$ cat src/rtl/lbist_misr.sv
// LBIST multiple-input signature register: folds a requested number of
// CUT output words into a signature and returns it over a val/rdy response.
module lbist_misr #(
    parameter int          SIGNATURE_BITS      = 32,
    parameter int          CUT_OUTPUT_BITS     = 32,
    parameter int          MAX_OUTPUTS_TO_HASH = 32,
    parameter int          MISR_MSG_BITS       = $clog2(MAX_OUTPUTS_TO_HASH),
    parameter logic [31:0] POLY                = 32'h04C1_1DB7
) (
    input  logic                       clk,
    input  logic                       reset,
    input  logic                       misr_req_val,
    output logic                       misr_req_rdy,
    input  logic [MISR_MSG_BITS:0]     misr_req_msg,
    input  logic                       cut_out_val,
    output logic                       cut_out_rdy,
    input  logic [CUT_OUTPUT_BITS-1:0] cut_out_msg,
    output logic                       misr_resp_val,
    input  logic                       misr_resp_rdy,
    output logic [SIGNATURE_BITS-1:0]  misr_resp_msg
);

    localparam int CW = MISR_MSG_BITS + 1;
    localparam int SB = SIGNATURE_BITS;
    localparam logic [SB-1:0] POLY_C = SB'(POLY);
    localparam logic [CW-1:0] MAX_C  = CW'(MAX_OUTPUTS_TO_HASH);

    typedef enum logic [1:0] {
        IDLE,
        HASH,
        DONE
    } state_t;

    state_t          state_q;
    logic [SB-1:0]   sig_q;
    logic [SB-1:0]   sig_d;
    logic [CW-1:0]   cnt_q;
    logic [CW-1:0]   tgt_q;
    logic [CW-1:0]   tgt_d;
    logic            req_rdy_q;
    logic            cut_rdy_q;
    logic            resp_val_q;

    always_comb begin
        sig_d = {sig_q[SB-2:0], 1'b0}
              ^ (sig_q[SB-1] ? POLY_C : '0)
              ^ SB'(cut_out_msg);
        tgt_d = (misr_req_msg > MAX_C) ? MAX_C : misr_req_msg;
    end

    // Handshake strobes are registered alongside the state so every
    // output is a flop and no input reaches an output combinationally.
    always_ff @(posedge clk or negedge reset) begin
        if (!reset) begin
            state_q    <= IDLE;
            sig_q      <= '0;
            cnt_q      <= '0;
            tgt_q      <= '0;
            req_rdy_q  <= 1'b1;
            cut_rdy_q  <= 1'b0;
            resp_val_q <= 1'b0;
        end else begin
            unique case (state_q)
                IDLE: begin
                    if (misr_req_val) begin
                        tgt_q     <= tgt_d;
                        sig_q     <= '0;
                        cnt_q     <= '0;
                        req_rdy_q <= 1'b0;
                        if (tgt_d != '0) begin
                            state_q   <= HASH;
                            cut_rdy_q <= 1'b1;
                        end else begin
                            state_q    <= DONE;
                            resp_val_q <= 1'b1;
                        end
                    end
                end
                HASH: begin
                    if (cut_out_val) begin
                        sig_q <= sig_d;
                        cnt_q <= cnt_q + 1'b1;
                        if (cnt_q == tgt_q - 1'b1) begin
                            state_q    <= DONE;
                            cut_rdy_q  <= 1'b0;
                            resp_val_q <= 1'b1;
                        end
                    end
                end
                DONE: begin
                    if (misr_resp_rdy) begin
                        state_q    <= IDLE;
                        resp_val_q <= 1'b0;
                        req_rdy_q  <= 1'b1;
                    end
                end
                default: begin
                    state_q    <= IDLE;
                    req_rdy_q  <= 1'b1;
                    cut_rdy_q  <= 1'b0;
                    resp_val_q <= 1'b0;
                end
            endcase
        end
    end

    assign misr_req_rdy  = req_rdy_q;
    assign cut_out_rdy   = cut_rdy_q;
    assign misr_resp_val = resp_val_q;
    assign misr_resp_msg = sig_q;

endmodule

$ cat config.mk
export PLATFORM = sky130hd
export DESIGN_NAME = lbist_misr
export DESIGN_NICKNAME = d
export VERILOG_FILES = /design/src/rtl/lbist_misr.sv
export SDC_FILE = /design/constraint.sdc
export NUM_CORES = 1
export LEC_CHECK = 0
export ABC_AREA = 1
export CAP_MARGIN = 5
export CORE_MARGIN = 5
export CORE_UTILIZATION = 25
export DETAILED_ROUTE_END_ITERATION = 10
export GPL_TIMING_DRIVEN = 1
export SYNTH_ARGS = -nofsm -noshare
export SYNTH_HDL_FRONTEND = slang
export SYNTH_SLANG_ARGS = --single-unit
$ cat constraint.sdc
create_clock -name clk -period 2.2 [get_ports clk]
set_input_delay 0.22 -clock clk [delete_from_list [all_inputs] [get_ports clk]]
set_output_delay 0.22 -clock clk [all_outputs]
set_load 0.02 [all_outputs]
==> results of run 1 <==
==> cells in the final DEF, fill, tap and decap left out, drive strengths merged <==
cell	count
nand2	116
clkdlybuf4s50	76
dfrtp	48
o21ai	41
a21oi	23
inv	22
xnor2	15
xor2	15
nand3	14
nor2	14
clkbuf	6
buf	4
nor3	4
nand4	2
ha	2
nand3b	1
a31oi	1
clkinv	1
bufinv	1
dfstp	1
==> cell type report <==
cell class,count,area (um2),area share (%)
inverters,22,82.6,2.25
flip-flops and latches,49,1230,33.4
well taps,136,170,4.63
multi-input cells,248,1290,35.2
clock inverters,2,38.8,1.06
repair buffers,80,788,21.5
clock buffers,6,72.6,1.97
==> cells in the mapped netlist (all sizes together) <==
master	number	area, um2
a21oi	23	115
a31oi	1	6.26
buf	9	50.0
clkbuf	2	8.75
dfrtp	48	1200
dfstp	1	26.3
ha	2	25.0
inv	22	82.6
nand2	116	477
nand3	14	75.1
nand3b	1	7.51
nand4	2	12.5
nor2	14	72.6
nor3	4	36.3
o21ai	41	205
xnor2	15	131
xor2	15	131
==> path summary, 6_finish.rpt <==
kind	cells past startpoint	endpoint	slack, ps	start
worst max-delay path	1	misr_resp_msg[31]	520	misr_resp_msg[31]
worst min-delay path	2	misr_resp_msg[11]	20	reset
max in group asynchronous	2	state_q[0]	1740	reset
min in group clk	2	misr_resp_val	480	misr_resp_val
worst min register to register	2	misr_resp_val	480	misr_resp_val
worst max register to register	11	misr_resp_val	520	tgt_q[0]
==> power by group <==
group	leakage [nW]	switching [mW]	internal, mW
clock	0.0554	0.310	0.342
combinational	0.975	1.53	1.17
sequential	0.643	0.379	1.27
==> per-layer routing <==
metal / part of all wire, % / wire [um] / vias to the layer above / global-route usage, %
met5: 0 / 0 / - / 0
li1: - / - / 1208 / -
met2: 50 / 3460 / 48 / 19.4
met3: 4.4 / 303 / 6 / 2.62
met4: 0.84 / 58 / 0 / 2.16
met1: 45 / 3110 / 1073 / 13.9
==> flip-flops by register name, indices dropped and copies added, names as in the netlist <==
signal and cells:
misr_resp_msg 32, cnt_q 6, tgt_q 6, state_q 2
cut_out_rdy 1, misr_req_rdy 1, misr_resp_val 1
==> through the flow <==
step,power (mW),instance area (um2)
after CTS,5.07,3670
after global placement,4.37,3560
after floorplan,3.41,2660
final,5.01,3670
after global routing,5.44,3670
after detailed placement,4.40,3560
==> logic make-up after synthesis <==
logic type	Yosys count	synth area share [%]
AOI/OAI and AO/OA	65	12.3
DFF	49	46.1
buffers and inverters	33	5.31
adders and majority gates	2	0.939
and+or+nand+nor	151	25.6
xor gates and xnor gates	30	9.86
==> flow_metrics.env, run 1 <==
export IMPL_status="finished, final reports clean"
export IMPL_place_ws_ps=264
export IMPL_crit_fanout=6
export IMPL_cts_tree="built"
export IMPL_wl_um=6930
export IMPL_grt_pass1_vias=2429
export IMPL_grt_first_pass_wirelength_um=11700
export IMPL_routedWlPerCell_um=12.8
export IMPL_syn_to_final_growth_pct=38.0
export IMPL_initialDrtViolationCount=87
export IMPL_antenna_found_initial=0
export IMPL_gp_congestion=0.829
export IMPL_io_pins=78
export IMPL_n_antenna_cell=0
export IMPL_slowest_delay_ps=660
export IMPL_die_area_mm2=0.0128
export IMPL_yosys_warnings=0
export IMPL_cts_sinks=49
export IMPL_whs_ps=18.0
export IMPL_period_share_pct=76.5
export IMPL_ys_seq_elements=49
export IMPL_worstPathBufferInverterCount=1
export IMPL_fmax_ghz=0.594
export IMPL_stdcell_count=543
export IMPL_ctsResizeCount=0
export IMPL_rows=37
export IMPL_drv_slew=0
export IMPL_setup_tns_ps=0
export IMPL_path_clk_slew_ps=90
export IMPL_hold_viol=0
export IMPL_numCtsBuffers=5
export IMPL_path_delay_family="buffers and inverters"
export IMPL_n_fill_cell=1086
export IMPL_final_util_pct=35.4
export IMPL_syn_inst=330
export IMPL_portBuffers=77
export IMPL_cp_data_arrival_time_ps=1460
export IMPL_finalCriticalPeriod_ps=1680
export IMPL_path_cells="clkdlybuf4s50_1"
export IMPL_cts_root_buf="clkbuf_8"
export IMPL_drive_gt1_share_pct=6.63
export IMPL_drcViolationCount=0
export IMPL_initial_core_util_pct=25.7
export IMPL_cp_start_kind="flip-flop"
export IMPL_place_inst=535
export IMPL_hold_buffers=0
export IMPL_leakagePower_nw=1.67
export IMPL_hpwl_um=5180
export IMPL_fin_skew_ps=13.0
export IMPL_clk_latency_ps=300
export IMPL_vdd_drop_max_uv=540
export IMPL_grt_max_degree=50
export IMPL_ys_types=29
export IMPL_end_kind="output port"
export IMPL_rsz0062_at_grt="false"
export IMPL_syn_cell_area_mm2=0.00266
export IMPL_p_per_area_mw_per_mm2=1360
export IMPL_routed_via_density=4.30
export IMPL_max_cap_violations=0
export IMPL_required_ps=1980
export IMPL_slew_headroom_pct=57.6
export IMPL_tightest_slew_ps=635
export IMPL_ant_nets=0
export IMPL_synth_nets=375
export IMPL_fin_nets=451
export IMPL_grt_usage_pct=11.1
export IMPL_h_tree_depth=2
export IMPL_criticalPathCategory="flip-flop to output port"
export IMPL_crit_slowest_cell="clkdlybuf4s50_1"
export IMPL_grt_ovfl_total=0
export IMPL_core_mm2=0.0104
export IMPL_synth_area_per_cell_um2=8.07
export IMPL_clockBufferDepth=2
export IMPL_setup_viol=0
export IMPL_hold_class="input pin to asynchronous set/reset pin"
export IMPL_fin_ws_ps=516
export IMPL_dr_pass1_iters=4
export IMPL_num_vias=2335
export IMPL_die_w_um=113
export IMPL_post_cts_buffers=0
export IMPL_die_h_um=113
export IMPL_yosysSeqAreaShare_pct=46.1
Note: power is estimated with default switching activity, not from simulation.
==> inputs of run 2 (changes only) <==
clock period = 1.7 ns   (was 2.2 ns; I/O delays follow)
==> flow_metrics.env, run 2 (same netlist as run 1, synthesis figures left out) <==
export IMPL_grt_max_degree=50
export IMPL_fin_nets=459
export IMPL_regArea_mm2=0.00123
export IMPL_cts_tree="built"
export IMPL_clockBufferDepth=2
export IMPL_path_clk_slew_ps=90
export IMPL_finalCriticalPeriod_ps=1590
export IMPL_status="finished, final reports clean"
export IMPL_place_inst=538
export IMPL_grt_first_pass_wirelength_um=11500
export IMPL_ant_nets=0
export IMPL_path_delay_family="buffers and inverters"
export IMPL_p_total_mw=6.49
export IMPL_rows=37
export IMPL_drv_slew=0
export IMPL_slew_headroom_pct=63.3
export IMPL_n_antenna_cell=0
export IMPL_routed_via_density=4.34
export IMPL_period_share_pct=93.7
export IMPL_core_mm2=0.0104
export IMPL_cp_data_arrival_time_ps=1420
export IMPL_antenna_found_initial=0
export IMPL_largest_reg_flops=32
export IMPL_final_util_pct=36.1
export IMPL_h_tree_depth=2
export IMPL_hold_class="input pin to asynchronous set/reset pin"
export IMPL_multi_input_area_mm2=0.00131
export IMPL_dr_pass1_iters=4
export IMPL_end_kind="output port"
export IMPL_hpwl_um=5120
export IMPL_required_ps=1530
export IMPL_leakagePower_nw=1.70
export IMPL_io_pins=78
export IMPL_criticalPathCategory="flip-flop to output port"
export IMPL_p_per_area_mw_per_mm2=1740
export IMPL_wl_um=6980
export IMPL_crit_fanout=2
export IMPL_drive_gt1_share_pct=8.92
export IMPL_cts_sinks=49
export IMPL_cts_root_buf="clkbuf_8"
export IMPL_slowest_delay_ps=590
export IMPL_num_vias=2390
export IMPL_die_area_mm2=0.0128
export IMPL_place_ws_ps=3.47
export IMPL_hold_viol=0
export IMPL_initial_core_util_pct=25.7
export IMPL_die_w_um=113
export IMPL_initialDrtViolationCount=121
export IMPL_grt_usage_pct=11.0
export IMPL_n_fill_cell=1093
export IMPL_max_cap_violations=0
export IMPL_path_cells="clkdlybuf4s50_1"
export IMPL_syn_to_final_growth_pct=40.3
export IMPL_grt_pass1_vias=2378
export IMPL_die_h_um=113
export IMPL_vdd_drop_max_uv=670
export IMPL_layout_common_cells="nand2_1, clkdlybuf4s50_1, dfrtp_1, o21ai_0, a21oi_1"
export IMPL_tightest_slew_ps=550
export IMPL_fmax_ghz=0.628
export IMPL_fin_skew_ps=4.40
export IMPL_drcViolationCount=0
export IMPL_crit_slowest_cell="clkdlybuf4s50_1"
export IMPL_stdcell_count=551
export IMPL_final_common_cell="nand2_1"
export IMPL_cp_start_kind="flip-flop"
export IMPL_numCtsBuffers=5
export IMPL_gp_congestion=0.886
export IMPL_fin_ws_ps=107
export IMPL_setup_viol=0
export IMPL_whs_ps=381
export IMPL_worstPathBufferInverterCount=1
export IMPL_portBuffers=77
export IMPL_routedWlPerCell_um=12.7
export IMPL_clk_latency_ps=290
export IMPL_grt_ovfl_total=0
run 2: layout make-up:
type	count	share of cell area (%)
clock inverter	1	0.201
timing repair buffer	88	23.1
clock buffer	7	2.04
tap	136	4.55
multi-input combinational	248	35.1
sequential	49	32.8
inverter	22	2.21
run 2: timing repair:
action / 4_1_cts / 5_1_grt
hold buffers: 1 / 0
resized for setup: 1 / 4
pin swaps: 0 / 3
gates cloned: 0 / 0
endpoints found under the hold margin: 48 / 0
setup endpoints to repair: 1 / 3
buffers inserted: 0 / 4
run 2: metrics by stage:
stage	cell area (um2)	setup TNS, ps
2_1_floorplan	2660	0
3_3_place_gp	3600	0
3_5_place_dp	3600	0
4_1_cts	3690	0
5_1_grt	3740	-31.3
6_report	3740	0
run 2: worst paths after layout:
check	start	cells after the start	to	slack (ps)
max in group asynchronous	reset	3	misr_req_rdy	1020
min in group clk	misr_req_msg[0]	3	tgt_q[0]	480
worst min register to register	misr_resp_val	2	misr_resp_val	480
worst max register to register	tgt_q[0]	11	misr_resp_val	120
worst max-delay path	misr_req_rdy	1	misr_req_rdy	110
worst min-delay path	reset	3	misr_resp_msg[11]	380
run 2: routing by layer:
layer	track usage, %	routed length (um)	vias up
li1	-	-	1226
met1	14.2	3170	1104
met2	18.0	3340	47
met5	0	0	-
met3	2.73	320	13
met4	3.69	153	0
run 2: report_power, final:
part / internal [mW] / switching, mW / total, mW
clock network: 0.292 / 0.381 / 0.673
registers: 1.65 / 0.491 / 2.14
logic: 1.64 / 2.04 / 3.68
